--- src/rtl/load_store_unit_pkg.sv ---
// Shared types and constants for the load/store unit and its lane-alignment helper.
package load_store_unit_pkg;

  typedef enum logic [1:0] {
    LSU__IDLE   = 2'd0,
    LSU__ACCESS = 2'd1,
    LSU__RESP   = 2'd2
  } lsu_state_t;

  typedef enum logic [1:0] {
    LSU_ERR__NONE       = 2'd0,
    LSU_ERR__MISALIGNED = 2'd1,
    LSU_ERR__ILLEGAL    = 2'd2,
    LSU_ERR__TIMEOUT    = 2'd3
  } lsu_err_t;

  // RV32I load/store funct3 encodings
  localparam logic [2:0] FUNCT3__LB  = 3'b000;
  localparam logic [2:0] FUNCT3__LH  = 3'b001;
  localparam logic [2:0] FUNCT3__LW  = 3'b010;
  localparam logic [2:0] FUNCT3__LBU = 3'b100;
  localparam logic [2:0] FUNCT3__LHU = 3'b101;
  localparam logic [2:0] FUNCT3__SB  = 3'b000;
  localparam logic [2:0] FUNCT3__SH  = 3'b001;
  localparam logic [2:0] FUNCT3__SW  = 3'b010;

  // Stores only have sb/sh/sw; loads additionally have the unsigned byte/half forms.
  function automatic logic funct3_legal(input logic is_store, input logic [2:0] funct3);
    logic ok;
    ok = 1'b0;
    if (is_store) begin
      case (funct3)
        FUNCT3__SB, FUNCT3__SH, FUNCT3__SW: ok = 1'b1;
        default:                            ok = 1'b0;
      endcase
    end else begin
      case (funct3)
        FUNCT3__LB, FUNCT3__LH, FUNCT3__LW,
        FUNCT3__LBU, FUNCT3__LHU:           ok = 1'b1;
        default:                            ok = 1'b0;
      endcase
    end
    return ok;
  endfunction

endpackage

--- src/rtl/load_store_unit_lsu_align.sv ---
// Combinational byte-lane logic: legality flags, byte enables, store lane
// replication and load lane extraction with sign/zero extension.
module lsu_align
  import load_store_unit_pkg::*;
(
  input  logic        is_store,
  input  logic [2:0]  funct3,
  input  logic [1:0]  offset,
  input  logic [31:0] wdata,
  input  logic [31:0] rdata,
  output logic [3:0]  be,
  output logic [31:0] wdata_lane,
  output logic [31:0] rdata_ext,
  output logic        illegal,
  output logic        misaligned
);

  logic [31:0] shifted_s;

  // Legality: unknown widths are illegal; known widths must be naturally aligned.
  always_comb begin
    illegal    = ~funct3_legal(is_store, funct3);
    misaligned = 1'b0;
    if (!illegal) begin
      case (funct3[1:0])
        2'b01:   misaligned = offset[0];
        2'b10:   misaligned = (offset != 2'b00);
        default: misaligned = 1'b0;
      endcase
    end else begin
      misaligned = 1'b0;
    end
  end

  // Byte enables and store data replicated so every lane carries the datum.
  always_comb begin
    be         = 4'b1111;
    wdata_lane = wdata;
    case (funct3[1:0])
      2'b00: begin
        be         = 4'b0001 << offset;
        wdata_lane = {4{wdata[7:0]}};
      end
      2'b01: begin
        be         = 4'b0011 << offset;
        wdata_lane = {2{wdata[15:0]}};
      end
      default: begin
        be         = 4'b1111;
        wdata_lane = wdata;
      end
    endcase
  end

  // Load data: move the addressed lane to bit 0, then extend per funct3.
  always_comb begin
    shifted_s = rdata >> {offset, 3'b000};
    rdata_ext = 32'd0;
    case (funct3)
      FUNCT3__LB:  rdata_ext = {{24{shifted_s[7]}}, shifted_s[7:0]};
      FUNCT3__LH:  rdata_ext = {{16{shifted_s[15]}}, shifted_s[15:0]};
      FUNCT3__LW:  rdata_ext = rdata;
      FUNCT3__LBU: rdata_ext = {24'd0, shifted_s[7:0]};
      FUNCT3__LHU: rdata_ext = {16'd0, shifted_s[15:0]};
      default:     rdata_ext = 32'd0;
    endcase
  end

endmodule

--- src/rtl/load_store_unit.sv ---
// Data-memory access stage: one request at a time, registered memory strobe
// with wait-state tolerance and timeout, one-cycle response pulse.
module load_store_unit
  import load_store_unit_pkg::*;
#(
  parameter int unsigned TIMEOUT_CYCLES = 255
) (
  input  logic        clk,
  input  logic        reset,
  input  logic        req_valid,
  output logic        req_ready,
  input  logic        req_we,
  input  logic [2:0]  req_funct3,
  input  logic [31:0] req_addr,
  input  logic [31:0] req_wdata,
  output logic        resp_valid,
  output logic [31:0] resp_rdata,
  output logic [1:0]  resp_err,
  output logic        mem_req,
  output logic        mem_we,
  output logic [31:0] mem_addr,
  output logic [3:0]  mem_be,
  output logic [31:0] mem_wdata,
  input  logic        mem_ack,
  input  logic [31:0] mem_rdata
);

  // The counter holds the number of unacked ACCESS cycles already spent.
  localparam logic [15:0] TIMEOUT_LAST = 16'(TIMEOUT_CYCLES - 32'd1);

  lsu_state_t  state_q, state_d;
  logic [15:0] cnt_q, cnt_d;
  logic        req_ready_q, req_ready_d;
  logic        resp_valid_q, resp_valid_d;
  logic [31:0] resp_rdata_q, resp_rdata_d;
  logic [1:0]  resp_err_q, resp_err_d;
  logic        mem_req_q, mem_req_d;
  logic        mem_we_q, mem_we_d;
  logic [31:0] mem_addr_q, mem_addr_d;
  logic [3:0]  mem_be_q, mem_be_d;
  logic [31:0] mem_wdata_q, mem_wdata_d;
  logic [2:0]  funct3_q, funct3_d;
  logic [1:0]  offset_q, offset_d;

  logic        sel_store_s;
  logic [2:0]  sel_funct3_s;
  logic [1:0]  sel_offset_s;
  logic [3:0]  be_s;
  logic [31:0] wdata_lane_s;
  logic [31:0] rdata_ext_s;
  logic        illegal_s;
  logic        misaligned_s;

  // In IDLE the aligner looks at the incoming request; afterwards at the latched one.
  always_comb begin
    if (state_q == LSU__IDLE) begin
      sel_store_s  = req_we;
      sel_funct3_s = req_funct3;
      sel_offset_s = req_addr[1:0];
    end else begin
      sel_store_s  = mem_we_q;
      sel_funct3_s = funct3_q;
      sel_offset_s = offset_q;
    end
  end

  lsu_align u_align (
    .is_store   (sel_store_s),
    .funct3     (sel_funct3_s),
    .offset     (sel_offset_s),
    .wdata      (req_wdata),
    .rdata      (mem_rdata),
    .be         (be_s),
    .wdata_lane (wdata_lane_s),
    .rdata_ext  (rdata_ext_s),
    .illegal    (illegal_s),
    .misaligned (misaligned_s)
  );

  // Next-state and next-output computation for the access FSM.
  always_comb begin
    state_d      = state_q;
    cnt_d        = cnt_q;
    resp_rdata_d = resp_rdata_q;
    resp_err_d   = resp_err_q;
    mem_req_d    = mem_req_q;
    mem_we_d     = mem_we_q;
    mem_addr_d   = mem_addr_q;
    mem_be_d     = mem_be_q;
    mem_wdata_d  = mem_wdata_q;
    funct3_d     = funct3_q;
    offset_d     = offset_q;
    case (state_q)
      LSU__IDLE: begin
        if (req_valid && req_ready_q) begin
          funct3_d = req_funct3;
          offset_d = req_addr[1:0];
          cnt_d    = 16'd0;
          if (illegal_s) begin
            state_d      = LSU__RESP;
            resp_err_d   = LSU_ERR__ILLEGAL;
            resp_rdata_d = 32'd0;
          end else if (misaligned_s) begin
            state_d      = LSU__RESP;
            resp_err_d   = LSU_ERR__MISALIGNED;
            resp_rdata_d = 32'd0;
          end else begin
            state_d     = LSU__ACCESS;
            mem_req_d   = 1'b1;
            mem_we_d    = req_we;
            mem_addr_d  = {req_addr[31:2], 2'b00};
            mem_be_d    = be_s;
            mem_wdata_d = req_we ? wdata_lane_s : 32'd0;
          end
        end else begin
          state_d = LSU__IDLE;
        end
      end
      LSU__ACCESS: begin
        // Ack is checked first so a coinciding ack beats the timeout.
        if (mem_ack) begin
          state_d      = LSU__RESP;
          resp_err_d   = LSU_ERR__NONE;
          resp_rdata_d = mem_we_q ? 32'd0 : rdata_ext_s;
        end else if (cnt_q == TIMEOUT_LAST) begin
          state_d      = LSU__RESP;
          resp_err_d   = LSU_ERR__TIMEOUT;
          resp_rdata_d = 32'd0;
        end else begin
          cnt_d = cnt_q + 16'd1;
        end
        if (state_d == LSU__RESP) begin
          cnt_d       = 16'd0;
          mem_req_d   = 1'b0;
          mem_we_d    = 1'b0;
          mem_addr_d  = 32'd0;
          mem_be_d    = 4'd0;
          mem_wdata_d = 32'd0;
        end else begin
          mem_req_d = 1'b1;
        end
      end
      LSU__RESP: begin
        state_d = LSU__IDLE;
      end
      default: begin
        state_d = LSU__IDLE;
      end
    endcase
    // Ready and the response pulse are registered views of the upcoming state.
    req_ready_d  = (state_d == LSU__IDLE);
    resp_valid_d = (state_d == LSU__RESP);
  end

  // State and output registers; reset forces everything, including req_ready, low.
  always_ff @(posedge clk or negedge reset) begin
    if (!reset) begin
      state_q      <= LSU__IDLE;
      cnt_q        <= 16'd0;
      req_ready_q  <= 1'b0;
      resp_valid_q <= 1'b0;
      resp_rdata_q <= 32'd0;
      resp_err_q   <= 2'd0;
      mem_req_q    <= 1'b0;
      mem_we_q     <= 1'b0;
      mem_addr_q   <= 32'd0;
      mem_be_q     <= 4'd0;
      mem_wdata_q  <= 32'd0;
      funct3_q     <= 3'd0;
      offset_q     <= 2'd0;
    end else begin
      state_q      <= state_d;
      cnt_q        <= cnt_d;
      req_ready_q  <= req_ready_d;
      resp_valid_q <= resp_valid_d;
      resp_rdata_q <= resp_rdata_d;
      resp_err_q   <= resp_err_d;
      mem_req_q    <= mem_req_d;
      mem_we_q     <= mem_we_d;
      mem_addr_q   <= mem_addr_d;
      mem_be_q     <= mem_be_d;
      mem_wdata_q  <= mem_wdata_d;
      funct3_q     <= funct3_d;
      offset_q     <= offset_d;
    end
  end

  assign req_ready  = req_ready_q;
  assign resp_valid = resp_valid_q;
  assign resp_rdata = resp_rdata_q;
  assign resp_err   = resp_err_q;
  assign mem_req    = mem_req_q;
  assign mem_we     = mem_we_q;
  assign mem_addr   = mem_addr_q;
  assign mem_be     = mem_be_q;
  assign mem_wdata  = mem_wdata_q;

endmodule

--- config.mk ---
export PLATFORM = sky130hd
export DESIGN_NAME = load_store_unit
export DESIGN_NICKNAME = d
export VERILOG_FILES = /design/src/rtl/load_store_unit_pkg.sv /design/src/rtl/load_store_unit_lsu_align.sv /design/src/rtl/load_store_unit.sv
export SDC_FILE = /design/constraint.sdc
export NUM_CORES = 1
export LEC_CHECK = 0
export CORE_ASPECT_RATIO = 1.25
export CORE_MARGIN = 8
export CORE_UTILIZATION = 48
export CTS_BUF_LIST = sky130_fd_sc_hd__clkbuf_4
export DETAILED_ROUTE_END_ITERATION = 8
export GPL_TIMING_DRIVEN = 0
export PLACE_DENSITY = 0.9
export SYNTH_ARGS = -nofsm -noshare
export SYNTH_HDL_FRONTEND = slang
export SYNTH_SLANG_ARGS = --single-unit
export TNS_END_PERCENT = 10
--- constraint.sdc ---
create_clock -name clk -period 4.4 [get_ports clk]
set_input_delay 0.88 -clock clk [delete_from_list [all_inputs] [get_ports clk]]
set_output_delay 0.88 -clock clk [all_outputs]
set_load 0.005 [all_outputs]
==> flow_summary.ini, run 1 <==
[routing]
drt_iter0_markers = 688
viasPerCell = 5.59
vias = 6118
drc = 0
routedWlPerCell_microns = 18.7
routed_wirelength_microns = 20500
drt_first_pass_iters = 7
postRouteAntennaNets = 0

[critical_path]
crit_family = buffers and inverters
critical_path_arrival_ps = 4470
path_common_cell = buf_2
crit_required_ps = 4790
cp_max_fo = 11
cp_num_buf_inv = 6
cp-start-kind = flip-flop
crit_slowest_cell = dfrtp_1
endpoint_kind = flip-flop
timing_worst_setup_path_type = reg -> reg
slowest_delay_ps = 460
crit_chain = buf_4 > nor2_2 > mux2i_4 > buf_2 > buf_2 > ha_1 > clkbuf_1 > or2_1 > o211ai_2 > a222oi_1 > o221ai_2 > buf_4 > buf_2 > nand2_1 > o31ai_1

[place]
place_congestion = 0.955
dpl.cell_count = 1060
io_buffers = 207
dpl.hpwl_microns = 15700
preCtsSetupSlack_ps = -499

[sta]
clock.fmax_mhz = 245
post-route-period-util = 0.927
worstMarginPinSlew_ps = 665
rsz0062_at_grt = no
worst_hold_slack_ps = 236
hold_viol = 0
finalWorstSetupSlack_ps = 321
skew_ps = 19.6
max_slew_margin = 0.555
setup_viol = 0
slew_violations = 0
fin_crit_ps = 4080

[clock_tree]
cts-root-buf = clkbuf_4
path_clk_slew_ps = 110
clock_path_buffers = 2
insertion_delay_ps = 510
cts_tree = built
cts.sinks = 127
numCtsBuffers = 17
cts_hold_buf = 0
htreeDepth = 4

[synth]
synth_area_sq_um = 6280
synth_edf_count = 0
synth_adder_area_share = 0.00996
synth_top_family_by_area = compound AO/OA/AOI/OAI gates
ys.flop_type = dfrtp_1
synth_cell_types = 62
synthSimpleGateAreaFrac = 0.198
yosys_register_bits = 127
synth_xor_area_frac = 0.0195
synth_warnings = 0
syn_inst = 683
synth_area_per_cell_sq_um = 9.20
yosysSeqAreaShare = 0.506
async_flop_share = 1.00
synth_top_area_share = 0.506
synthMuxAreaShare = 0.0177
yosys.area.top_type = dfrtp_1
synth_compound_area_frac = 0.206
synth_area_leaders = dfrtp_1, nand2_1, nor2_1, a22o_1, o21ai_1

[die]
core_sq_um = 12700
initial_core_util = 0.494
die_w_microns = 118
row_count = 46
die_area_sq_um = 17000
ios = 210
die_y_microns = 144

[final_layout]
multi_input_area_sq_um = 2860
final_cell_count_no_fill = 1095
nNetsFinal = 1021
drive_gt1_frac = 0.0886
regArea_sq_um = 3180
area_growth_pct = 41.4
fillCellCount = 965

[grt]
grt_pass1_wl_microns = 32200
grt_pass1_vias = 6174
grt_overflow = 0
antenna_found_initial = 2
grt_max_degree = 97
grt_usage = 0.239

[power_and_ir_drop]
power.leakage_nw = 4.03
p_per_area_nw_per_um2 = 656
peakVddDrop_v = 0.000274

[flow_run]
cap_violations = 0

[min_path]
hp-class = in -> async

[status]
status = finished, final reports clean
==> registers in the layout, summed over array words and instances, names as in the netlist, 2 cells and up <==
| register | flops |
|---|---|
| cnt_q | 16 |
| offset_q | 2 |
| funct3_q | 3 |
| mem_wdata | 32 |
| mem_addr | 30 |
| state_q | 2 |
| resp_rdata | 32 |
| mem_be | 4 |
| resp_err | 2 |
==> timing repair <==
| item | in CTS | in global routing |
|---|---|---|
| setup endpoints to repair | 67 | 71 |
| resized for setup | 1 | 2 |
| endpoints found under the hold margin | 0 | 0 |
| setup buffers | 0 | 1 |
==> through the flow <==
stage | TNS (ps) | power, mW | util | instance area, sq um
after CTS | 0 | 5.82 | 0.696 | 8860
after global placement | -345360 | 4.94 | 0.674 | 8570
after global routing | 0 | 6.24 | 0.698 | 8880
after floorplan | 0 | 3.55 | - | 6280
final | 0 | 5.83 | 0.698 | 8880
after detailed placement | -35370 | 5.04 | 0.676 | 8600
==> placed cells by master (no fill, tap or decap), types with 3 or more instances in the layout <==
cell type,synthesis,final
a211o_1,7,7
a21o_1,3,3
a21oi_1,13,13
a221o_1,7,7
a22o_1,24,24
a22oi_1,15,15
and2_1,3,3
and3_1,10,10
buf_2,23,23
buf_4,4,5
clkbuf_1,18,18
clkbuf_4,0,18
clkdlybuf4s50_1,0,206
clkinv_1,0,5
clkinv_2,0,4
dfrtp_1,127,127
ha_1,5,5
inv_1,9,9
mux2_2,8,8
nand2_1,159,159
nand3_1,25,25
nand4_1,6,6
nor2_1,60,59
o21ai_0,32,32
o21ai_1,38,38
o31ai_1,25,25
or2_1,3,3
xnor2_1,6,6
xor2_1,8,8
==> synthesized netlist by cell type (8+ instances only) <==
library cell and number:
a21oi_1 13, a22o_1 24, a22oi_1 15, and3_1 10, buf_2 23, clkbuf_1 18, dfrtp_1 127, inv_1 9
mux2_2 8, nand2_1 159, nand3_1 25, nor2_1 60, o21ai_0 32, o21ai_1 38, o31ai_1 25, xor2_1 8
==> metal layers <==
| metal | vias to the layer above | GRT usage | wire length [microns] |
|---|---|---|---|
| li1 | 2863 | - | - |
| met1 | 2948 | 0.278 | 8220 |
| met2 | 255 | 0.404 | 10200 |
| met3 | 52 | 0.0585 | 1320 |
| met4 | 0 | 0.119 | 791 |
| met5 | - | 0 | 0 |
==> area by class of cell <==
class | instances | share of cell area
Clock buffer | 18 | 0.0152
Multi-Input combinational cell | 500 | 0.322
Buffer | 47 | 0.0256
Inverter | 10 | 0.00423
Tap cell | 168 | 0.0237
Antenna cell | 2 | 0.000563
Timing Repair Buffer | 209 | 0.237
Clock inverter | 14 | 0.0139
Sequential cell | 127 | 0.358
==> path summary, 6_finish.rpt <==
check                           slack [ps]  cells past startpoint                         end                       from
worst max register to register         320                     15   mem_wdata[11]$_DFFE_PN0P_       state_q[1]$_DFF_PN0_
max in group asynchronous             3390                      2  resp_rdata[30]$_DFFE_PN0P_                      reset
min in group clk                       490                      2   mem_wdata[24]$_DFFE_PN0P_  mem_wdata[24]$_DFFE_PN0P_
worst min register to register         490                      2   mem_wdata[24]$_DFFE_PN0P_  mem_wdata[24]$_DFFE_PN0P_
worst min-delay path                   240                      1        cnt_q[5]$_DFFE_PN0P_                      reset
worst max-delay path                   320                     15   mem_wdata[11]$_DFFE_PN0P_       state_q[1]$_DFF_PN0_
==> logic make-up after synthesis <==
logic type               after synthesis
AO/OA/AOI/OAI                        185
other                                  1
AND/OR/NAND/NOR                      284
flip-flops                           127
multiplexers                          10
XOR/XNOR                              14
buffers and inverters                 57
adder cells (fa/ha/maj)                5
==> where the power goes <==
group	switching [mW]	total (mW)	internal [mW]	leakage [nW]
combinational	1.69	3.21	1.52	2.20
clock	0.434	0.766	0.333	0.143
sequential	0.255	1.86	1.60	1.68
No activity file was read; power rests on OpenSTA's default activity.
==> run 2: changes to the inputs <==
--- a/config.mk
+++ b/config.mk
@@ -11,7 +11,7 @@
 export CTS_BUF_LIST = sky130_fd_sc_hd__clkbuf_4
 export DETAILED_ROUTE_END_ITERATION = 8
 export GPL_TIMING_DRIVEN = 0
-export PLACE_DENSITY = 0.9
+export PLACE_DENSITY = 0.8
 export SYNTH_ARGS = -nofsm -noshare
 export SYNTH_HDL_FRONTEND = slang
 export SYNTH_SLANG_ARGS = --single-unit
==> run 2 against run 1 <==
Net effect:
- total power is 0.97% higher
- cell count is 0.27% lower
- largest power group unchanged
- sequential share of layout area is 0.12 points lower
- first-iteration DRC count is 39% lower
- sequential cell count stayed put
==> flow_summary.ini, run 2 (same netlist as run 1, synthesis figures left out) <==
[place]
preCtsSetupSlack_ps = -418
dpl.hpwl_microns = 16300
dpl.cell_count = 1060
place_congestion = 0.918
place_area_sq_um = 8600
io_buffers = 207

[power_and_ir_drop]
peakVddDrop_v = 0.000326
p_per_area_nw_per_um2 = 660
power.leakage_nw = 4.04
p_total_mw = 5.89

[sta]
worstMarginPinSlew_ps = 617
post-route-period-util = 0.916
skew_ps = 21.5
rsz0062_at_grt = no
max_slew_margin = 0.587
slew_violations = 0
hold_viol = 0
setup-tns-final_ps = 0
fin_crit_ps = 4030
setup_viol = 0
clock.fmax_mhz = 248
worst_hold_slack_ps = 201
finalWorstSetupSlack_ps = 371

[clock_tree]
insertion_delay_ps = 530
clock_path_buffers = 2
htreeDepth = 4
cts.sinks = 127
cts_tree = built
cts-root-buf = clkbuf_4
cts_setup_buffers = 0
numCtsBuffers = 17
path_clk_slew_ps = 130

[grt]
grt_overflow = 0
grt_pass1_wl_microns = 33500
grt_max_degree = 99
grt_usage = 0.246
antenna_found_initial = 1
grt_pass1_vias = 6374

[die]
ios = 210
die_area_sq_um = 17000
initial_core_util = 0.494
die_y_microns = 144
core_sq_um = 12700
row_count = 46
die_w_microns = 118

[routing]
postRouteAntennaNets = 0
routedWlPerCell_microns = 19.2
routed_wirelength_microns = 21000
viasPerCell = 5.66
vias = 6177
drt_iter0_markers = 422
drc = 0
drt_first_pass_iters = 5

[final_layout]
nNetsFinal = 1019
regArea_sq_um = 3180
final_cell_count_no_fill = 1092
fillCellCount = 984
area_growth_pct = 41.9
post-route-util = 0.701
finalInstanceArea_sq_um = 8910
final_cell_mix = clkdlybuf4s50_1, nand2_1, dfrtp_1
multi_input_area_sq_um = 2860
drive_gt1_frac = 0.0921
final_common_cell = clkdlybuf4s50_1

[critical_path]
endpoint_kind = flip-flop
critical_path_arrival_ps = 4450
cp-start-kind = flip-flop
crit_required_ps = 4820
timing_worst_setup_path_type = reg -> reg
rrSetupSlack_ps = 370
cp_max_fo = 11

[flow_run]
cap_violations = 0

[status]
status = finished, final reports clean

[min_path]
hp-class = in -> async
run 2: changes by cell type in the layout (fill, tap and decap cells not counted), sizes merged:
cell      delta
clkinv       -1
clkbuf       -1
bufinv       +1
inv          +1
clkinvlp     -1
diode        -1
buf          -1
run 2: layout make-up:
class / instances / share of cell area
multi-input combinational: 500 / 0.321
tap: 168 / 0.0236
clock buffer: 18 / 0.0152
timing repair buffer: 208 / 0.236
clock inverter: 14 / 0.0185
buffer: 46 / 0.0251
sequential: 127 / 0.357
antenna: 1 / 0.000281
inverter: 10 / 0.00421
run 2: what timing repair did:
action | CTS | global route
pin swaps | 0 | 0
hold buffers | 0 | 0
gates resized for setup | 1 | 3
endpoints found under the setup margin | 3 | 67
run 2: path summary, 6_finish.rpt:
kind                                            from                   endpoint  cells past startpoint
hold / removal                                 reset  mem_wdata[10]$_DFFE_PN0P_                      1
setup / recovery                state_q[1]$_DFF_PN0_  mem_wdata[10]$_DFFE_PN0P_                     15
min in group clk           mem_wdata[18]$_DFFE_PN0P_  mem_wdata[18]$_DFFE_PN0P_                      2
hold reg to reg            mem_wdata[18]$_DFFE_PN0P_  mem_wdata[18]$_DFFE_PN0P_                      2
setup reg to reg                state_q[1]$_DFF_PN0_  mem_wdata[10]$_DFFE_PN0P_                     15
max in group asynchronous                      reset    funct3_q[0]$_DFFE_PN0P_                      2
run 2: critical path: stages (launching register included):
cell and delay, ps:
dfrtp_1 470, buf_4 220, nor2_2 220, mux2i_4 390, buf_2 290, buf_2 290
ha_1 180, buf_2 210, or2_1 220, o211ai_2 110, a222oi_1 430, o221ai_2 260
buf_4 250, buf_2 200, nand2_1 110, o31ai_1 90
run 2: report_power, final:
part | switching [mW] | total, mW | internal (mW)
clock | 0.450 | 0.851 | 0.401
combinational | 1.65 | 3.16 | 1.52
sequential | 0.271 | 1.87 | 1.60
run 2: layer usage:
metal,global-route usage,vias up,routed length [microns]
met5,0,-,0
met4,0.100,0,635
met3,0.0738,43,1660
met2,0.421,284,10400
met1,0.284,2993,8280
li1,-,2857,-
==> run 3: changes to the inputs <==
--- a/config.mk
+++ b/config.mk
@@ -9,6 +9,7 @@
 export CORE_MARGIN = 8
 export CORE_UTILIZATION = 48
 export CTS_BUF_LIST = sky130_fd_sc_hd__clkbuf_4
+export CTS_CLUSTER_SIZE = 16
 export DETAILED_ROUTE_END_ITERATION = 8
 export GPL_TIMING_DRIVEN = 0
 export PLACE_DENSITY = 0.8
==> results of run 3 <==
Final layout, timing and power as in run 2 (identical DEF).
